<file path="config.mk">
export PLATFORM = sky130hd
export DESIGN_NAME = hazard_stall_ctrl
export DESIGN_NICKNAME = d
export VERILOG_FILES = /design/src/rtl/hazard_stall_ctrl_pkg.sv /design/src/rtl/hazard_stall_ctrl_match.sv /design/src/rtl/hazard_stall_ctrl.sv
export SDC_FILE = /design/constraint.sdc
export NUM_CORES = 1
export LEC_CHECK = 0
export ABC_CLOCK_PERIOD_IN_PS = 1900
export CORE_AREA = 2 2 39 41
export DETAILED_ROUTE_END_ITERATION = 16
export DIE_AREA = 0 0 41 43
export GPL_ROUTABILITY_DRIVEN = 0
export PLACE_DENSITY = 0.64
export SETUP_SLACK_MARGIN = 0.4
export SYNTH_ARGS = -nofsm -noshare
export SYNTH_HDL_FRONTEND = slang
export SYNTH_SLANG_ARGS = --single-unit
</file>
<file path="constraint.sdc">
create_clock -name clk -period 1.9 [get_ports clk]
set_input_delay 0.38 -clock clk [delete_from_list [all_inputs] [get_ports clk]]
set_output_delay 0.38 -clock clk [all_outputs]
set_load 0.02 [all_outputs]
</file>
<file path="src/rtl/hazard_stall_ctrl_pkg.sv">
// Shared types for the load-use / redirect interlock.
// FSM encoding, register-zero constant and counter sizing helper.
package hazard_stall_ctrl_pkg;

  typedef enum logic [1:0] {
    ST_RUN      = 2'd0,
    ST_LD_STALL = 2'd1,
    ST_FLUSH    = 2'd2
  } state_e;

  localparam int REG_ZERO = 0;

  function automatic int cnt_w(input int n);
    return (n > 1) ? $clog2(n) : 1;
  endfunction

endpackage

</file>
<file path="src/rtl/hazard_stall_ctrl_match.sv">
// Load-use compare between the EXE load destination and ID sources.
// Register zero never produces a hit.
module hazard_match
  import hazard_stall_ctrl_pkg::*;
#(
  parameter int REG_AW = 5
) (
  input  logic [REG_AW-1:0] id_rs,
  input  logic [REG_AW-1:0] id_rt,
  input  logic              id_rs_used,
  input  logic              id_rt_used,
  input  logic [REG_AW-1:0] exe_rt,
  input  logic              exe_mem_read,
  output logic              hit
);

  logic rs_hit;
  logic rt_hit;
  logic nz;

  assign nz     = exe_rt != REG_AW'(REG_ZERO);
  assign rs_hit = id_rs_used && (id_rs == exe_rt);
  assign rt_hit = id_rt_used && (id_rt == exe_rt);
  assign hit    = exe_mem_read && nz && (rs_hit || rt_hit);

endmodule

</file>
<file path="src/rtl/hazard_stall_ctrl.sv">
// Pipeline interlock: load-use stall sequencing and IF/ID redirect flush.
// Optional perf counters when HAZARD_PERF_EN is defined.
module hazard_stall_ctrl
  import hazard_stall_ctrl_pkg::*;
#(
  parameter int REG_AW    = 5,
  parameter int LOAD_LAT  = 1,
  parameter int FLUSH_CYC = 1
`ifdef HAZARD_PERF_EN
  ,
  parameter int PERF_W    = 32
`endif
) (
  input  logic              clk,
  input  logic              rst_n,
  input  logic [REG_AW-1:0] id_rs,
  input  logic [REG_AW-1:0] id_rt,
  input  logic              id_rs_used,
  input  logic              id_rt_used,
  input  logic [REG_AW-1:0] exe_rt,
  input  logic              exe_mem_read,
  input  logic              mem_wait,
  input  logic              if_flush,
  output logic              pc_write,
  output logic              ifid_write,
  output logic              ifid_flush,
  output logic              ctrl_bubble,
  output logic              stall_active
`ifdef HAZARD_PERF_EN
  ,
  output logic [PERF_W-1:0] stall_cnt,
  output logic [PERF_W-1:0] flush_cnt
`endif
);

  localparam int LW = cnt_w(LOAD_LAT);
  localparam int FW = cnt_w(FLUSH_CYC);

  state_e          state;
  logic [LW-1:0]   cnt;
  logic [FW-1:0]   fcnt;
  logic            hit;

  hazard_match #(
    .REG_AW(REG_AW)
  ) u_match (
    .id_rs       (id_rs),
    .id_rt       (id_rt),
    .id_rs_used  (id_rs_used),
    .id_rt_used  (id_rt_used),
    .exe_rt      (exe_rt),
    .exe_mem_read(exe_mem_read),
    .hit         (hit)
  );

  // Redirect outranks everything; hazards are ignored while flushing.
  always_comb begin
    pc_write     = 1'b0;
    ifid_write   = 1'b0;
    ifid_flush   = 1'b0;
    ctrl_bubble  = 1'b1;
    stall_active = 1'b0;
    if (rst_n) begin
      stall_active = state != ST_RUN;
      priority case (1'b1)
        if_flush, state == ST_FLUSH: begin
          pc_write   = 1'b1;
          ifid_write = 1'b1;
          ifid_flush = 1'b1;
        end
        state == ST_LD_STALL, hit: begin
          pc_write   = 1'b0;
          ifid_write = 1'b0;
        end
        default: begin
          pc_write    = 1'b1;
          ifid_write  = 1'b1;
          ctrl_bubble = 1'b0;
        end
      endcase
    end
  end

  always_ff @(posedge clk) begin
    if (!rst_n) begin
      state <= ST_RUN;
      cnt   <= '0;
      fcnt  <= '0;
    end else if (if_flush) begin
      cnt <= '0;
      if (FLUSH_CYC > 1) begin
        state <= ST_FLUSH;
        fcnt  <= FW'(FLUSH_CYC - 1);
      end else begin
        state <= ST_RUN;
      end
    end else begin
      unique case (state)
        ST_RUN: begin
          if (hit && LOAD_LAT > 1) begin
            state <= ST_LD_STALL;
            cnt   <= LW'(LOAD_LAT - 1);
          end
        end
        ST_LD_STALL: begin
          if (!mem_wait) begin
            if (cnt == LW'(1)) state <= ST_RUN;
            cnt <= cnt - 1'b1;
          end
        end
        ST_FLUSH: begin
          if (fcnt == FW'(1)) state <= ST_RUN;
          fcnt <= fcnt - 1'b1;
        end
        default: state <= ST_RUN;
      endcase
    end
  end

`ifdef HAZARD_PERF_EN
  // Out of reset, pc_write low can only mean a load stall.
  always_ff @(posedge clk) begin
    if (!rst_n) begin
      stall_cnt <= '0;
      flush_cnt <= '0;
    end else begin
      if (!pc_write && stall_cnt != '1)
        stall_cnt <= stall_cnt + 1'b1;
      if (if_flush && flush_cnt != '1)
        flush_cnt <= flush_cnt + 1'b1;
    end
  end
`endif

endmodule
</file>
==> results of run 1 <==
stage by stage:
step	setup TNS, ps	power, W	cell area, µm²	setup slack (ps)
finish	-6.56	0.0000970	454	-3.54
global route	-151	0.000104	454	-60.2
CTS	-32.3	0.0000936	434	-16.4
detailed placement	-2500	0.0000949	440	-822
global placement	-2450	0.0000944	440	-801
floorplan	0	0.0000352	180	37.4
routing by layer:
metal,vias up,global-route usage
li1,127,-
met2,9,0.138
met1,113,0.0665
met5,-,0
met4,0,0
met3,0,0
tightest hold or removal path, cell delays in order:
cell     delay (ps)
buf_6            80
or4_4           120
o21ai_2          60
o21ai_2         140
buf_6           110
kinds of logic after synthesis:
logic type | after synthesis | synth area share
other | 1 | 0.0208
and+or+nand+nor | 6 | 0.257
buffers and inverters | 2 | 0.0833
AOI/OAI and AO/OA | 4 | 0.153
xor gates and xnor gates | 10 | 0.486
path summary, 6_finish.rpt:
check,startpoint,depth (start not counted),to
min,exe_rt[2],5,ctrl_bubble
max,exe_rt[2],5,ifid_write
repair_timing:
action / in CTS / in global routing
setup endpoints to repair: 4 / 4
gates resized for setup: 77 / 6
pin swaps: 14 / 3
buffers inserted: 0 / 1
power by group through the flow:
stage | sequential [W] | clock (W) | combinational, W
floorplan | 0 | 0 | 0.0000352
global placement | 0 | 0 | 0.0000944
detailed placement | 0 | 0 | 0.0000949
CTS | 0 | 0 | 0.0000936
global route | 0 | 0 | 0.000104
finish | 0 | 0 | 0.0000970
layout by cell type (no fill, tap or decap), drive strengths merged:
cell | Yosys | routed
o31a | 1 | 1
o21ai | 2 | 2
dlygate4sd2 | 0 | 3
xnor2 | 2 | 2
nor2b | 1 | 1
nor4 | 2 | 2
clkbuf | 0 | 1
clkdlybuf4s50 | 0 | 5
buf | 2 | 16
clkdlybuf4s15 | 0 | 2
and2 | 2 | 2
a32oi | 1 | 1
xor2 | 8 | 8
or4 | 1 | 1
conb | 1 | 1
synth_stat cells, drive strengths merged:
library cell / instances
conb: 1
xnor2: 2
o21ai: 2
nor4: 2
buf: 2
o31a: 1
nor2b: 1
and2: 2
or4: 1
xor2: 8
a32oi: 1
final cells by class:
class,instances,area [µm²],share of cell area
well taps,16,20.0,0.0441
repair buffers,27,233,0.512
multi-input cells,21,201,0.444
==> metrics.txt, run 1 <==
outcome=finished, violations left; failing checks=negative setup slack; GRT overflow=0; worst-path cell chain=buf_6, or4_4, o21ai_2, o31a_1, buf_6; worst path arrival time=1520 ps; drt drc=0; # fillers=159; power share of the clock group=0; sequential cells=0; Logic pwr share=1.000; CP Capture Type=primary output; Routed WL=578 µm; top layer in use=met3; clock buffer count=0; hold_ws=1270 ps; Critical Path RT=1520 ps; WL met2=342 µm; Final ANT Viol Nets=0; CP most frequent cell=buf_6; WS Path Type=primary input to primary output; global-route usage over all layers=0.0649; initial DRC count=0; Area contributors post-synth=xor2_1 39%, xnor2_1 9.7%, buf_4 8.3%, nor4_2 6.9%, a32oi_1 4.9%; final setup margin=-3.54 ps; Tmin final=1900 ps; post-DP HPWL=513 µm; CTS Hold Buffers Added=0; RSZ-0062 raised after global routing=true; post-synth top area cell=xor2_1; Die Ht=43 µm; Initial Util=0.130; initial antenna violation count=0; Final Hold Viols=0; Yosys cell types=14; count of pins over their slew limit=0; Max Cap Viol=0; number of port buffers=24; core area=1380 µm²; Slowest Stage Delay on Critical Path=520 ps; Max VDD drop=0.0000481 V; P_sw=0.0000398 W; share of power burned in registers=0; Util after Layout=0.328; maximum clock rate=525 MHz; # setup viols final=2; boundary pin count=27; wl on met1=182 µm; Power Internal=0.0000573 W; Worst Hold Class=primary input to primary output; top cell type's share of synthesized area=0.389; DIE AREA=1760 µm²; Mapped Cells=23; sequential share of the synthesized area=0; syn nets=45; share of cells above drive strength 1=0.542; ant diodes=0; Sw Ratio=0.410; vias=249; LEAKAGE=0.197 nW; cell family with most CP delay=simple AND/OR/NAND/NOR gates; Syn Area/Cell=7.83 µm²; part of the cycle the worst path needs=1.00; First-pass DRT Iterations=1; CP max stage cell=or4_4; Yosys warning count=0; met3 wire len=52 µm; Post-Syn Area=180 µm²; first-pass GRT wire length=862 µm; FF+latch area=0 µm²; Chip Width=41 µm; Max FO, Critical Path=3; nets@finish=72; placed instance count=63; Vias/cell=3.89; Layout area overhead=152%; detailed-route wire length per cell=9.03 µm; number of buffers and inverters on the critical path=2; row count=14; P per Cell Area=214 nW/µm²; vias in the first global route=231; largest net degree at the start of global routing=4; crit path launch type=primary input; Non-Filler Instances=64
Note: power is estimated with default switching activity, not from simulation.
==> run 2, diff against run 1 <==
CAP_MARGIN = 10   (was not set)
==> results of run 2 <==
No change in the layout: final DEF, timing and power equal those of run 1.
==> RTL change 1: new RTL, config.mk and constraints of run 2 <==
`REG_AW` is set to 5 in 2 places; all go to 4.
--- a/src/rtl/hazard_stall_ctrl_match.sv
+++ b/src/rtl/hazard_stall_ctrl_match.sv
@@ -3,7 +3,7 @@
 module hazard_match
   import hazard_stall_ctrl_pkg::*;
 #(
-  parameter int REG_AW = 5
+  parameter int REG_AW = 4
 ) (
   input  logic [REG_AW-1:0] id_rs,
   input  logic [REG_AW-1:0] id_rt,
--- a/src/rtl/hazard_stall_ctrl.sv
+++ b/src/rtl/hazard_stall_ctrl.sv
@@ -3,7 +3,7 @@
 module hazard_stall_ctrl
   import hazard_stall_ctrl_pkg::*;
 #(
-  parameter int REG_AW    = 5,
+  parameter int REG_AW    = 4,
   parameter int LOAD_LAT  = 1,
   parameter int FLUSH_CYC = 1
 `ifdef HAZARD_PERF_EN
Interface: changed (resized exe_rt, id_rs and id_rt); port bits go from 27 to 24. The function was not compared with the original's and may differ.
==> RTL change 1 against run 2 <==
- setup slack got worse by 0.070 ns
- power increased by 5.2%
- die area unchanged
- global-route usage increased by 1.5 points
- via count increased by 10%
- the run still ends with setup timing left
- wire length increased by 17%
- area after synthesis decreased by 1.4%
- final area increased by 6.1%
- maximum frequency decreased by 3.5%
==> RTL change 1: results <==
{
  "switchingPower_mw": 0.0420,
  "totalWireLength_microns": 674,
  "cp_top_family": "simple AND/OR/NAND/NOR gates",
  "leakagePower_nw": 0.230,
  "viasPerCell": 4.03,
  "final_nets": 73,
  "pwr-share-comb_pct": 100.0,
  "hold_path_end": "ctrl_bubble",
  "grt_pass1_vias": 266,
  "synth_common_cells": "xor2_1, buf_4, inv_1, nand4_1",
  "p_clk_share_pct": 0,
  "grtUsageTotal_pct": 7.99,
  "hold_path_depth": 3,
  "slowest_stage": "or4_4",
  "dp_hpwl_microns": 525,
  "syn_inst": 25,
  "dpl_cell_area_sq_um": 449,
  "violations": "setup timing",
  "routedWlPerCell_microns": 9.91,
  "port_buffers": 21,
  "setup_viol": 2,
  "synth_area_leaders": "xor2_1, buf_4, nand4_1, o41a_1, o211a_1",
  "synthAdderAreaFrac_pct": 0,
  "synth_compound_area_share_pct": 24.6,
  "hold_ws_ns": 1.25,
  "seq_area_frac_synth_pct": 0,
  "final_layout_size_suffix_gt1_share_pct": 57.7,
  "critPathLaunch": "exe_rt[1]",
  "grt_max_degree": 5,
  "synth-xor-area-share_pct": 24.6,
  "hold_start": "rst_n",
  "first_pass_iters": 2,
  "synth_mux_area_share_pct": 0,
  "grt_first_pass_wirelength_microns": 1040,
  "outcome": "complete, but fails checks",
  "hp-class": "input pin to output port",
  "seq_cell_count": 0,
  "setup_ws_ns": -0.0732,
  "fill_cells": 150,
  "antenna_found_initial": 0,
  "crit_end": "ifid_write",
  "ys_warn_count": 0,
  "antenna_cells": 0,
  "arrival_ns": 1.59,
  "syn-num-nets": 44,
  "slowest_delay_ns": 0.52,
  "nClkBuffers": 0,
  "synth_cell_types": 19,
  "crit_fanout": 4,
  "drt_first_iter_violations": 2,
  "dp_cells": 66,
  "ir_worst_vdd_mv": 0.0701
}
[RTL change 1: per-layer routing]
metal	global-route usage [%]	part of all wire [%]	vias up
li1	-	-	143
met1	9.81	38	116
met2	15.0	52	15
met3	0.524	10	0
met4	0	0	0
met5	0	0	-
[RTL change 1: area by class of cell]
cell class                      instances  area share [%]
Inverter                                3            2.34
Multi-Input combinational cell         20            40.5
Tap cell                               16            4.16
Timing Repair Buffer                   29            53.0
[RTL change 1: repair_timing]
action / 4_1_cts / 5_1_grt
setup endpoints to repair: 4 / 3
pin swaps: 8 / 10
setup buffers: 2 / 0
resized for setup: 64 / 10
cloned: 0 / 0
[RTL change 1: metrics by stage]
stage	power (mW)	worst slack (ns)	utilization, %	TNS (ns)
after CTS	0.0950	-0.134	32.7	-0.285
after global placement	0.0951	-0.930	32.5	-2.88
after global routing	0.111	-0.109	34.8	-0.273
after detailed placement	0.0957	-0.948	32.5	-2.92
after floorplan	0.0366	-0.00325	-	-0.00325
final	0.102	-0.0732	34.8	-0.146
==> RTL change 2: new RTL, settings of run 2 <==
Without the edit above. Change the package constant `REG_ZERO` from 0 to 1.
--- a/src/rtl/hazard_stall_ctrl_pkg.sv
+++ b/src/rtl/hazard_stall_ctrl_pkg.sv
@@ -8,7 +8,7 @@
     ST_FLUSH    = 2'd2
   } state_e;
 
-  localparam int REG_ZERO = 0;
+  localparam int REG_ZERO = 1;
 
   function automatic int cnt_w(input int n);
     return (n > 1) ? $clog2(n) : 1;
Check against the original RTL: not equivalent (Yosys sat finds a counterexample within 4 cycles, from zero or initial values and one cycle with rst_n low).
==> RTL change 2 against run 2 <==
- the flow still finishes with violations (setup timing)
- wire length grew 4.2%
- synthesized cell count did not move
- global-route usage increased by 0.10 points
- worst hold slack got worse by 0.035 ns
- setup slack got worse by 0.017 ns
- area after synthesis is 0.69% higher
- final area decreased by 0.55%
- utilization fell by 0.18 points
- power down 4.5%
- critical endpoint is now pc_write
- largest cell class unchanged
- largest power group unchanged
==> RTL change 2: results <==
{
  "grt_pass1_vias": 253,
  "synth_mux_area_share_pct": 0,
  "slowest_delay_ns": 0.52,
  "first_pass_iters": 1,
  "vias": 258,
  "violations": "setup timing",
  "synthAdderAreaFrac_pct": 0,
  "dpl_cell_area_sq_um": 449,
  "grt_max_degree": 4,
  "syn-num-nets": 45,
  "final_nets": 72,
  "synth-xor-area-share_pct": 48.3,
  "arrival_ns": 1.54,
  "seq_cell_count": 0,
  "leakagePower_nw": 0.192,
  "ir_worst_vdd_mv": 0.0637,
  "slowest_stage": "or4b_4",
  "nClkBuffers": 0,
  "setup_ws_ns": -0.0203,
  "drt_first_iter_violations": 0,
  "synth_compound_area_share_pct": 15.2,
  "synth_area_leaders": "xor2_1, xnor2_1, buf_4, nor4_2, o21ai_0",
  "routedWlPerCell_microns": 9.41,
  "synth_common_cells": "xor2_1, buf_4, o21ai_0, xnor2_1",
  "synth_cell_types": 13,
  "grt_first_pass_wirelength_microns": 876,
  "final_layout_size_suffix_gt1_share_pct": 43.8,
  "outcome": "complete, but fails checks",
  "setup_viol": 2,
  "fill_cells": 164,
  "grtUsageTotal_pct": 6.59,
  "antenna_cells": 0
}
## RTL change 2: changes by cell type after synthesis
| cell | change |
|---|---|
| and2_0 | +1 |
| or4b_1 | +1 |
| and2_2 | -1 |
| o21ai_1 | -1 |
| o21ai_0 | +1 |
| or4_1 | -1 |
## RTL change 2: layer usage
layer	global-route usage (%)	share of wire (%)	vias to the layer above
li1	-	-	129
met1	7.91	37	111
met2	12.2	50	18
met3	1.05	13	0
met4	0	0	0
met5	0	0	-
## RTL change 2: worst max-delay path: cells and delay by family
family | cells | cell delay [ns]
and+or+nand+nor | 1 | 0.52
AOI/OAI and AO/OA | 2 | 0.37
buffers and inverters | 2 | 0.26
## RTL change 2: report_power, final
part	leakage, nW	switching (mW)	internal (mW)
logic	0.192	0.0377	0.0549
clock network	0	0	0
registers	0	0	0
## RTL change 2: metrics by stage
stage | setup TNS (ns) | std cells | setup WS (ns) | total power, mW
CTS | -0.0787 | 64 | -0.0395 | 0.0873
global route | -0.291 | 64 | -0.106 | 0.101
global placement | -2.43 | 64 | -0.793 | 0.0948
finish | -0.0403 | 64 | -0.0203 | 0.0927
floorplan | 0 | 23 | 0.0300 | 0.0359
detailed placement | -2.46 | 64 | -0.817 | 0.0953
## RTL change 2: repair_timing
item / 4_1_cts / 5_1_grt
buffers inserted: 0 / 0
pin swaps: 12 / 3
resized for setup: 67 / 8
endpoints found under the setup margin: 4 / 3
## RTL change 2: area by class of cell
cell class | count | area [sq um] | area share [%]
multi-input cells | 21 | 195 | 43.2
well taps | 16 | 20.0 | 4.43
repair buffers | 27 | 236 | 52.4
## RTL change 2: final timing paths
kind  startpoint  slack [ns]          to  cells after the start
max    exe_rt[4]       -0.02    pc_write                      5
min        rst_n        1.23  ifid_flush                      3
